===== config.mk =====
export PLATFORM = sky130hd
export DESIGN_NAME = serial_receiver
export DESIGN_NICKNAME = d
export VERILOG_FILES = /design/src/rtl/serial_pkg.sv /design/src/rtl/uart_rx_byte.sv /design/src/rtl/serial_receiver.sv
export SDC_FILE = /design/constraint.sdc
export NUM_CORES = 1
export LEC_CHECK = 0
export ABC_AREA = 1
export BUFFER_PORTS_ARGS = -buffer_cell sky130_fd_sc_hd__buf_2
export CAP_MARGIN = 20
export CORE_ASPECT_RATIO = 1.2
export CORE_MARGIN = 1.5
export CORE_UTILIZATION = 45
export DETAILED_ROUTE_END_ITERATION = 10
export PLACE_DENSITY = 0.7
export SLEW_MARGIN = 5
export SYNTH_ARGS = -nofsm -noshare
export SYNTH_HDL_FRONTEND = slang
export SYNTH_SLANG_ARGS = --single-unit

===== constraint.sdc =====
create_clock -name clock -period 2.7 [get_ports clock]
set_clock_uncertainty 0.1 [all_clocks]
set_input_delay 0.675 -clock clock [delete_from_list [all_inputs] [get_ports clock]]
set_output_delay 0.675 -clock clock [all_outputs]
set_load 0.05 [all_outputs]

===== src/rtl/serial_pkg.sv =====
// Shared definitions for the SUMP serial receive/transmit path.
package serial_pkg;

  // Bit-level receive FSM.
  typedef enum logic [2:0] {
    RxIdle,
    RxStart,
    RxData,
    RxStop,
    RxBreak
  } rx_state_e;

  // Command assembly FSM.
  typedef enum logic [0:0] {
    CmdOpcode,
    CmdArg
  } cmd_state_e;

  // Opcode bit that marks a 5-byte long command.
  localparam int unsigned LongCmdBit = 7;
  // Argument bytes following a long opcode.
  localparam int unsigned ArgBytes = 4;

  // Clocks per serial bit.
  function automatic int unsigned calc_bitlength(input int unsigned freq,
                                                 input int unsigned rate);
    return freq / rate;
  endfunction

endpackage


===== src/rtl/uart_rx_byte.sv =====
// 8N1 byte deframer: rx synchroniser plus bit-level FSM.
module uart_rx_byte
  import serial_pkg::*;
#(
  parameter int unsigned BITLENGTH = 10
) (
  input  logic       i_clk,
  input  logic       i_rst_n,
  input  logic       i_rx,
  output logic [7:0] o_rx_byte,
  output logic       o_byte_valid,
  output logic       o_framing_error,
  output logic       o_line_idle
);

  localparam logic [15:0] HalfLast = 16'(BITLENGTH / 2 - 1);
  localparam logic [15:0] BitLast  = 16'(BITLENGTH - 1);

  logic      r_sync1, r_sync2;
  rx_state_e r_state, w_state_next;
  logic [15:0] r_cnt, w_cnt_next;
  logic [2:0]  r_bit_idx, w_bit_idx_next;
  logic [7:0]  r_shift, w_shift_next;
  logic        r_valid, w_valid_next;
  logic        r_ferr, w_ferr_next;
  logic        w_rxs;

  assign w_rxs = r_sync2;

  // Two-flop synchroniser; idles high so reset does not look like a start bit.
  always_ff @(posedge i_clk) begin
    if (!i_rst_n) begin
      r_sync1 <= 1'b1;
      r_sync2 <= 1'b1;
    end else begin
      r_sync1 <= i_rx;
      r_sync2 <= r_sync1;
    end
  end

  // Bit FSM state and datapath registers.
  always_ff @(posedge i_clk) begin
    if (!i_rst_n) begin
      r_state   <= RxIdle;
      r_cnt     <= '0;
      r_bit_idx <= '0;
      r_shift   <= '0;
      r_valid   <= 1'b0;
      r_ferr    <= 1'b0;
    end else begin
      r_state   <= w_state_next;
      r_cnt     <= w_cnt_next;
      r_bit_idx <= w_bit_idx_next;
      r_shift   <= w_shift_next;
      r_valid   <= w_valid_next;
      r_ferr    <= w_ferr_next;
    end
  end

  // Next-state: mid-bit sampling, LSB first, break lockout after a bad stop bit.
  always_comb begin
    w_state_next   = r_state;
    w_cnt_next     = r_cnt;
    w_bit_idx_next = r_bit_idx;
    w_shift_next   = r_shift;
    w_valid_next   = 1'b0;
    w_ferr_next    = 1'b0;
    case (r_state)
      RxIdle: begin
        if (!w_rxs) begin
          w_state_next = RxStart;
          w_cnt_next   = '0;
        end
      end
      RxStart: begin
        if (r_cnt == HalfLast) begin
          if (w_rxs) begin
            // Start bit did not hold to mid-bit: treat as a glitch.
            w_state_next = RxIdle;
          end else begin
            w_state_next   = RxData;
            w_cnt_next     = '0;
            w_bit_idx_next = '0;
          end
        end else begin
          w_cnt_next = r_cnt + 16'd1;
        end
      end
      RxData: begin
        if (r_cnt == BitLast) begin
          w_cnt_next     = '0;
          w_shift_next   = {w_rxs, r_shift[7:1]};
          w_bit_idx_next = r_bit_idx + 3'd1;
          if (r_bit_idx == 3'd7) w_state_next = RxStop;
        end else begin
          w_cnt_next = r_cnt + 16'd1;
        end
      end
      RxStop: begin
        if (r_cnt == BitLast) begin
          w_cnt_next = '0;
          if (w_rxs) begin
            w_valid_next = 1'b1;
            w_state_next = RxIdle;
          end else begin
            w_ferr_next  = 1'b1;
            w_state_next = RxBreak;
          end
        end else begin
          w_cnt_next = r_cnt + 16'd1;
        end
      end
      RxBreak: begin
        // Hold off until the line returns high so a break is not read as 0x00s.
        if (w_rxs) w_state_next = RxIdle;
      end
      default: w_state_next = RxIdle;
    endcase
  end

  assign o_rx_byte       = r_shift;
  assign o_byte_valid    = r_valid;
  assign o_framing_error = r_ferr;
  assign o_line_idle     = (r_state == RxIdle);

endmodule


===== src/rtl/serial_receiver.sv =====
// SUMP command receiver: assembles short (1-byte) and long (5-byte) commands.
module serial_receiver
  import serial_pkg::*;
#(
  parameter int unsigned FREQ         = 100000000,
  parameter int unsigned RATE         = 115200,
  parameter int unsigned TIMEOUT_BITS = 40
) (
  input  logic        clock,
  input  logic        extReset_n,
  input  logic        rx,
  output logic [7:0]  op,
  output logic [31:0] data,
  output logic        execute,
  output logic        framing_error
);

  localparam int unsigned BITLENGTH = calc_bitlength(FREQ, RATE);
  localparam logic [31:0] TmoLast   = 32'(TIMEOUT_BITS * BITLENGTH - 1);
  localparam logic [1:0]  LastArg   = 2'(ArgBytes - 1);

  logic [7:0] w_rx_byte;
  logic       w_byte_valid;
  logic       w_ferr;
  logic       w_line_idle;

  uart_rx_byte #(
    .BITLENGTH(BITLENGTH)
  ) u_rx_byte (
    .i_clk          (clock),
    .i_rst_n        (extReset_n),
    .i_rx           (rx),
    .o_rx_byte      (w_rx_byte),
    .o_byte_valid   (w_byte_valid),
    .o_framing_error(w_ferr),
    .o_line_idle    (w_line_idle)
  );

  cmd_state_e  r_state, w_state_next;
  logic [7:0]  r_opcode, w_opcode_next;
  logic [31:0] r_arg, w_arg_next;
  logic [1:0]  r_idx, w_idx_next;
  logic [31:0] r_tmo, w_tmo_next;
  logic [7:0]  r_op, w_op_next;
  logic [31:0] r_data, w_data_next;
  logic        r_execute, w_execute_next;

  // Command FSM, partial-command registers, timeout counter and outputs.
  always_ff @(posedge clock) begin
    if (!extReset_n) begin
      r_state   <= CmdOpcode;
      r_opcode  <= '0;
      r_arg     <= '0;
      r_idx     <= '0;
      r_tmo     <= '0;
      r_op      <= '0;
      r_data    <= '0;
      r_execute <= 1'b0;
    end else begin
      r_state   <= w_state_next;
      r_opcode  <= w_opcode_next;
      r_arg     <= w_arg_next;
      r_idx     <= w_idx_next;
      r_tmo     <= w_tmo_next;
      r_op      <= w_op_next;
      r_data    <= w_data_next;
      r_execute <= w_execute_next;
    end
  end

  // Next-state: byte arrival beats framing error beats timeout.
  always_comb begin
    w_state_next   = r_state;
    w_opcode_next  = r_opcode;
    w_arg_next     = r_arg;
    w_idx_next     = r_idx;
    w_tmo_next     = '0;
    w_op_next      = r_op;
    w_data_next    = r_data;
    w_execute_next = 1'b0;
    case (r_state)
      CmdOpcode: begin
        if (w_byte_valid) begin
          if (!w_rx_byte[LongCmdBit]) begin
            w_op_next      = w_rx_byte;
            w_data_next    = '0;
            w_execute_next = 1'b1;
          end else begin
            w_opcode_next = w_rx_byte;
            w_arg_next    = '0;
            w_idx_next    = '0;
            w_state_next  = CmdArg;
          end
        end
      end
      CmdArg: begin
        if (w_byte_valid) begin
          // Shift in from the top so the first argument byte ends up in bits [7:0].
          w_arg_next = {w_rx_byte, r_arg[31:8]};
          if (r_idx == LastArg) begin
            w_op_next      = r_opcode;
            w_data_next    = {w_rx_byte, r_arg[31:8]};
            w_execute_next = 1'b1;
            w_state_next   = CmdOpcode;
          end else begin
            w_idx_next = r_idx + 2'd1;
          end
        end else if (w_ferr) begin
          w_state_next = CmdOpcode;
        end else if (w_line_idle) begin
          if (r_tmo == TmoLast) begin
            w_state_next = CmdOpcode;
          end else begin
            w_tmo_next = r_tmo + 32'd1;
          end
        end
      end
      default: w_state_next = CmdOpcode;
    endcase
  end

  assign op            = r_op;
  assign data          = r_data;
  assign execute       = r_execute;
  assign framing_error = w_ferr;

endmodule


==> flow_summary.yaml, run 1 <==
worst_setup_path:
  path_max_fanout: 29
  cp.required_ns: 2.90
  worstSetupEndpointType: "register"
  timing.rr.start: "r_tmo[0]$_SDFF_PP0_"
  path_buf_inv: 2
  worstReg2RegEnd: "r_tmo[22]$_SDFF_PP0_"
  worst_ep_arrival_time_ns: 2.21
  max_stage_delay_ns: 0.42
  path_class: "register to register"
  crit_chain: "ha_1 > nand2_1 > nor2_4 > nand3_1 > nor2_1 > nand2_1 > nand2_1 > buf_4 > inv_2 > nand2_1 > nor2_1"
  worst_setup_path_start_kind: "register"
  cpMaxStageDelayCell: "dfxtp_1"
  cpMostUsedCell: "nand2_1"
  cpLargestDelayFamily: "simple AND/OR/NAND/NOR gates"
  reg2reg_depth: 11
  r2r_slack_ns: 0.69
sta:
  fin_crit_ns: 2.01
  rsz0062_at_grt: "no"
  max-slew-margin-rel_pct: 52.7
  worst_pin_slew_ns: 0.708
  slew_violations: 0
  fmax_ghz: 0.499
  final.setup.tns_ns: 0
  setup_violations: 0
  fin_crit_sh_pct: 74.3
  hold_violations: 0
logic_synthesis:
  syn_nets: 940
  synth_area_um2: 6590
  yosys_most_used_dff: "dfxtp_1"
  ys_seq_area_share_pct: 43.2
  yosys_warnings: 0
  yosysUniqueCellTypes: 38
  avgSynthCellArea_um2: 7.08
  async_flop_share_pct: 0
  ys_seq_elements: 142
  syn_inst: 930
  synth_edf_count: 0
clock_tree:
  cts.sinks: 142
  root_buffer: "clkbuf_16"
  cts_resized: 0
  clkTransAtPathRegs_ns: 0.06
  cts_setup_buffers: 0
  cts_buffers: 17
  cts_max_path_buffers: 2
  h-tree-depth: 4
  clock_latency_ns: 0.42
  cts-hold-fix-buffers: 0
  cts_tree: "built"
floorplanning:
  boundaryPins: 45
  die_x_um: 113
  die_y_um: 136
  dieArea_um2: 15400
  initial_core_util_pct: 45.9
  rows: 48
  core_um2: 14400
detailed_routing:
  drt_iter0_markers: 311
  drt-total-wl_um: 14900
  routed_via_density: 5.19
  via_count: 5943
  firstDrtPassIters: 5
  ant_nets: 0
  drc_errors: 0
  wl_per_cell_um: 13.0
pwr:
  ir_worst_vdd_mv: 0.358
  finalPower_mw: 4.96
  leakagePower_nw: 2.77
  p_per_area_nw_per_um2: 663
layout:
  fillers: 1400
  fin_nets: 971
  utilization_pct: 52.1
  drive_gt1_share_pct: 14.4
  syn2layout_area_growth_pct: 13.5
  diodes: 0
global_route:
  antenna_found_initial: 0
  first_global_vias: 5443
  grt_pass1_wl_um: 25300
  grt.total_usage_pct: 20.4
  overflow: 0
  grt_start_max_net_pins: 49
status:
  status: "finished clean"
placement:
  port_buffers: 44
  gp_congestion: 0.867
  dp_hpwl_um: 10600
min_path:
  min_path_type: "register to register"
  hold_depth: 1
  worstHoldStart: "u_rx_byte.r_sync1$_SDFF_PN1_"
  min_to: "u_rx_byte.r_sync2$_SDFF_PN1_"
run:
  cap_viol_max_count: 0
==> where the power goes <==
part / total, mW / internal, mW / switching (mW)
sequential: 2.19 / 2.13 / 0.0552
clock: 2.34 / 1.47 / 0.870
combinational: 0.439 / 0.144 / 0.295
==> routing by layer <==
| layer | global-route usage, % | part of all wire, % |
|---|---|---|
| met1 | 25.4 | 45 |
| met2 | 35.1 | 49 |
| met3 | 3.89 | 4.3 |
| met4 | 7.43 | 1.7 |
| met5 | 0 | 0 |
==> final cells by class <==
class                   instances  area, µm²  area share [%]
repair buffers                 52        293            3.92
flip-flops and latches        142       2840            38.0
inverters                      81        304            4.07
well taps                     175        219            2.93
clock inverters                 9        140            1.87
clock buffers                  20        447            5.97
multi-input cells             667       3230            43.2
==> cell usage in the layout, fill, tap and decap left out, drive strengths merged, types with 2 or more instances in the layout <==
master / n
clkbuf: 20
a211oi: 8
nor3b: 4
xnor2: 2
o21ai: 57
a21oi: 77
ha: 7
buf: 52
nand3b: 9
nand3: 98
nor3: 23
inv: 79
nand2: 238
or2: 4
nor2: 117
clkinv: 6
a31oi: 2
dfxtp: 142
nand4: 10
bufinv: 3
clkinvlp: 2
xor2: 6
==> flip-flops by register name, indices dropped and copies added, names as in the netlist <==
signal,flops
u_rx_byte.r_cnt,16
u_rx_byte.r_bit_idx,3
r_arg,24
u_rx_byte.r_state,3
r_opcode,8
u_rx_byte.o_rx_byte,8
op,8
u_rx_byte.o_byte_valid,1
r_state,1
u_rx_byte.r_sync1,1
u_rx_byte.o_framing_error,1
data,32
u_rx_byte.r_sync2,1
r_idx,2
r_tmo,32
execute,1
==> logic make-up (layout without fill, tap and decap cells) <==
| family | count (synthesis) | count (layout) | synth area share, % |
|---|---|---|---|
| and+or+nand+nor | 506 | 506 | 34.6 |
| DFF | 142 | 142 | 43.2 |
| xor gates and xnor gates | 8 | 8 | 1.06 |
| buffers and inverters | 121 | 162 | 7.79 |
| AOI/OAI and AO/OA | 146 | 146 | 12.1 |
| adders and majority gates | 7 | 7 | 1.33 |
==> cell usage after synthesis (11+ instances only) <==
| cell type | n | area, µm² |
|---|---|---|
| nand2_1 | 223 | 837 |
| dfxtp_1 | 142 | 2840 |
| nor2_1 | 104 | 390 |
| nand3_1 | 97 | 485 |
| a21oi_1 | 67 | 335 |
| inv_1 | 64 | 240 |
| o21ai_0 | 53 | 265 |
| clkbuf_1 | 20 | 75.1 |
| nor3_1 | 20 | 100 |
| inv_2 | 15 | 56.3 |
| nand2_2 | 12 | 75.1 |
| buf_2 | 11 | 55.1 |
==> worst max path at each step <==
stage                             start                      to  depth (start not counted)
floorplan                    extReset_n  r_arg[24]$_SDFFE_PN0P_                          5
global placement    r_tmo[0]$_SDFF_PP0_    r_tmo[22]$_SDFF_PP0_                         11
detailed placement           extReset_n    r_tmo[20]$_SDFF_PP0_                          8
CTS                 r_tmo[0]$_SDFF_PP0_    r_tmo[22]$_SDFF_PP0_                         11
global route        r_tmo[0]$_SDFF_PP0_    r_tmo[20]$_SDFF_PP0_                         11
finish              r_tmo[0]$_SDFF_PP0_    r_tmo[22]$_SDFF_PP0_                         11
==> worst register-to-register path, cell delays in order, from the launching register on <==
cell	delay, ns
dfxtp_1	0.42
ha_1	0.20
nand2_1	0.09
nor2_4	0.14
nand3_1	0.08
nor2_1	0.15
nand2_1	0.08
nand2_1	0.06
buf_4	0.35
inv_2	0.11
nand2_1	0.08
nor2_1	0.03
==> per-stage QoR <==
stage / setup WS, ns / cells / area (µm²) / hold slack (ns)
floorplan: 0.984 / 930 / 6590 / 0.293
global placement: 0.732 / 1117 / 6890 / 0.295
detailed placement: 0.698 / 1117 / 6890 / 0.305
CTS: 0.683 / 1146 / 7480 / 0.319
global route: 0.468 / 1146 / 7480 / 0.335
finish: 0.695 / 1146 / 7480 / 0.312
(Power assumes the default switching activity.)
==> run 2: changes to the inputs <==
--- a/config.mk
+++ b/config.mk
@@ -5,14 +5,14 @@
 export SDC_FILE = /design/constraint.sdc
 export NUM_CORES = 1
 export LEC_CHECK = 0
-export ABC_AREA = 1
+export ABC_AREA = 0
 export BUFFER_PORTS_ARGS = -buffer_cell sky130_fd_sc_hd__buf_2
 export CAP_MARGIN = 20
 export CORE_ASPECT_RATIO = 1.2
 export CORE_MARGIN = 1.5
 export CORE_UTILIZATION = 45
 export DETAILED_ROUTE_END_ITERATION = 10
-export PLACE_DENSITY = 0.7
+export PLACE_DENSITY = 0.73
 export SLEW_MARGIN = 5
 export SYNTH_ARGS = -nofsm -noshare
 export SYNTH_HDL_FRONTEND = slang
==> constraint.sdc (replaced) <==
create_clock -name clock -period 1.7 [get_ports clock]
set_clock_uncertainty 0.1 [all_clocks]
set_input_delay 0.425 -clock clock [delete_from_list [all_inputs] [get_ports clock]]
set_output_delay 0.425 -clock clock [all_outputs]
set_load 0.05 [all_outputs]
==> run 2 against run 1 <==
  * The flow now finishes with violations (setup timing)
  * Sequential power up 52%
  * First-iteration DRC count up 14%
  * Global-route usage up 1.7 points
  * Sequential cell count unchanged
  * Synthesized area down 13%
  * Core utilization up 14 points
  * Register-to-register slack worse by 1.1 ns
  * Sequential share of layout area down 2.7 points
  * Cell count down 18%
  * Combinational power down 66%
  * Setup slack worse by 1.1 ns
==> flow_summary.yaml, run 2 <==
worst_setup_path:
  cpLargestDelayFamily: "simple AND/OR/NAND/NOR gates"
  worstSetupPathDepth: 9
  cpMostUsedCell: "buf_6"
  max_stage_delay_ns: 0.38
  worstSetupEndpointType: "register"
  crit_path_end: "u_rx_byte.r_cnt[1]$_SDFFE_PN0P_"
  path_buf_inv: 4
  cpMaxStageDelayCell: "or3b_4"
  worstReg2RegEnd: "u_rx_byte.r_cnt[1]$_SDFFE_PN0P_"
  r2r_slack_ns: -0.36
  worst_setup_path_start_kind: "register"
  path_class: "register to register"
  reg2reg_depth: 9
  crit_chain: "inv_2 > ha_4 > or3b_4 > nor4_4 > buf_6 > buf_6 > buf_4 > a31oi_1 > o41ai_1"
  path_max_fanout: 7
  timing.rr.start: "u_rx_byte.r_cnt[1]$_SDFFE_PN0P_"
  cp.required_ns: 1.90
  worst_ep_arrival_time_ns: 2.26
  crit_start: "u_rx_byte.r_cnt[1]$_SDFFE_PN0P_"
logic_synthesis:
  async_flop_share_pct: 0
  avgSynthCellArea_um2: 9.08
  ys_seq_area_share_pct: 49.6
  synth_most_common_cell: "dfxtp_1"
  ys_top_cells_by_area: "dfxtp_1 (50%), nor2_1 (6.3%), xnor2_1 (4.0%), nand2_1 (3.6%), a22oi_1 (3.4%)"
  synth_edf_count: 0
  yosys_warnings: 0
  syn_inst: 631
  yosys_most_used_dff: "dfxtp_1"
  synth_top_area_cell: "dfxtp_1"
  synth_area_um2: 5730
  yosysUniqueCellTypes: 52
  yosys.area.top_type_share_pct: 49.6
  syn_nets: 641
  synth.top_cells.by_count: "dfxtp_1 (142), nor2_1 (96), nand2_1 (55)"
  ys_seq_elements: 142
sta:
  fin_crit_sh_pct: 121
  fin_crit_ns: 2.06
  whs_ns: 0.103
  rsz0062_at_grt: "yes"
  setup_violations: 65
  fmax_ghz: 0.486
  fin_ws_ns: -0.360
  worst_pin_slew_ns: 0.486
  slew_violations: 0
  max-slew-margin-rel_pct: 67.3
  hold_violations: 0
global_route:
  antenna_found_initial: 0
  grt_pass1_wl_um: 23800
  overflow: 0
  first_global_vias: 5132
  grt.total_usage_pct: 22.0
  grt_start_max_net_pins: 42
pwr:
  finalPower_mw: 7.12
  ir_worst_vdd_mv: 0.517
  leakagePower_nw: 3.04
  p_per_area_nw_per_um2: 882
layout:
  final_cell_mix: "dfxtp_1 (134), buf_4 (86), nor2_1 (68)"
  instances_no_fill: 936
  final_common_cell: "dfxtp_1"
  fillers: 893
  diodes: 0
  syn2layout_area_growth_pct: 40.9
  drive_gt1_share_pct: 35.5
  fin_area_um2: 8070
  fin_nets: 772
placement:
  dpl_cell_area_um2: 6820
  place_inst: 889
  gp_congestion: 0.833
  port_buffers: 44
  dp_hpwl_um: 9380
  dp_worst_setup_slack_ns: -0.434
floorplanning:
  rows: 44
  dieArea_um2: 13400
  core_um2: 12300
  die_y_um: 127
  die_x_um: 106
  initial_core_util_pct: 46.7
  boundaryPins: 45
clock_tree:
  cts.sinks: 142
  cts-hold-fix-buffers: 0
  root_buffer: "clkbuf_16"
  cts_max_path_buffers: 2
  h-tree-depth: 4
  clock_latency_ns: 0.42
  cts_buffers: 17
  cts_tree: "built"
  clkTransAtPathRegs_ns: 0.06
detailed_routing:
  drt_iter0_markers: 353
  firstDrtPassIters: 5
  wl_per_cell_um: 16.5
  drt-total-wl_um: 15500
  ant_nets: 0
  via_count: 5259
  routed_via_density: 5.62
  drc_errors: 0
status:
  status: "complete, but fails checks"
  violations: "setup timing"
run:
  cap_viol_max_count: 0
min_path:
  min_path_type: "primary input to register"
-- run 2: changes by cell type in the layout (fill, tap and decap cells not counted), moves of 26 or more --
cell	change
nand2_1	-172
buf_4	+79
nand3_1	-70
inv_1	-54
o21ai_0	-50
a21oi_1	-45
nor2_1	-36
a22oi_1	+26
-- run 2: worst min-delay path by stage --
stage,startpoint,endpoint,slack [ns],depth (start not counted)
final,rx,u_rx_byte.r_sync1$_SDFF_PN1_,0.10,2
after global routing,rx,u_rx_byte.r_sync1$_SDFF_PN1_,0.12,2
after CTS,rx,u_rx_byte.r_sync1$_SDFF_PN1_,0.1,2
after detailed placement,u_rx_byte.r_sync1$_SDFF_PN1_,u_rx_byte.r_sync2$_SDFF_PN1_,0.29,1
after global placement,u_rx_byte.r_sync1$_SDFF_PN1_,u_rx_byte.r_sync2$_SDFF_PN1_,0.30,1
after floorplan,u_rx_byte.r_sync1$_SDFF_PN1_,u_rx_byte.r_sync2$_SDFF_PN1_,0.29,1
-- run 2: kinds of logic (layout without fill, tap and decap cells) --
logic type | Yosys count | count (layout) | share of synthesized area [%]
AO/OA/AOI/OAI | 124 | 127 | 15.4
buffers and inverters | 51 | 192 | 3.52
AND/OR/NAND/NOR | 257 | 257 | 21.9
flip-flops | 142 | 142 | 49.6
adder cells (fa/ha/maj) | 7 | 7 | 1.53
XOR/XNOR | 33 | 33 | 5.05
multiplexers | 17 | 17 | 2.99
-- run 2: timing repair --
action                                  CTS  global route
gates resized for setup                  40            76
gates cloned                              4             3
endpoints found under the setup margin   66           114
buffers inserted                          6             5
pin swaps                                15            29
-- run 2: metrics by stage --
step | util (%) | setup TNS (ns)
after floorplan | - | -9.99
after global placement | 55.5 | -13.53
after detailed placement | 55.5 | -16.16
after CTS | 63.1 | -13.50
after global routing | 65.7 | -20.78
final | 65.7 | -16.42
-- run 2: power by group --
group / switching (mW) / internal, mW
clock network: 1.66 / 1.98
logic: 0.0936 / 0.0558
registers: 0.00404 / 3.33
total: 1.76 / 5.36
-- run 2: area by class of cell --
class	count	area, µm²	share of cell area (%)
Inverter	12	45.0	0.558
Clock inverter	15	166	2.06
Multi-Input combinational cell	441	3200	39.7
Tap cell	161	201	2.50
Clock buffer	17	425	5.27
Sequential cell	142	2850	35.3
Timing Repair Buffer	148	1170	14.6
-- run 2: routing by layer --
layer	vias to the layer above	wire length, µm	global-route usage, %
met5	-	0	0
met4	0	354	9.46
met3	34	711	4.57
met2	200	8440	40.5
met1	2509	5970	24.4
li1	2516	-	-
-- run 2: worst reg2reg max path, stage by stage, from the launching register on --
cell,delay (ns)
dfxtp_2,0.33
inv_2,0.07
ha_4,0.11
or3b_4,0.38
nor4_4,0.30
buf_6,0.21
buf_6,0.14
buf_4,0.11
a31oi_1,0.09
o41ai_1,0.10
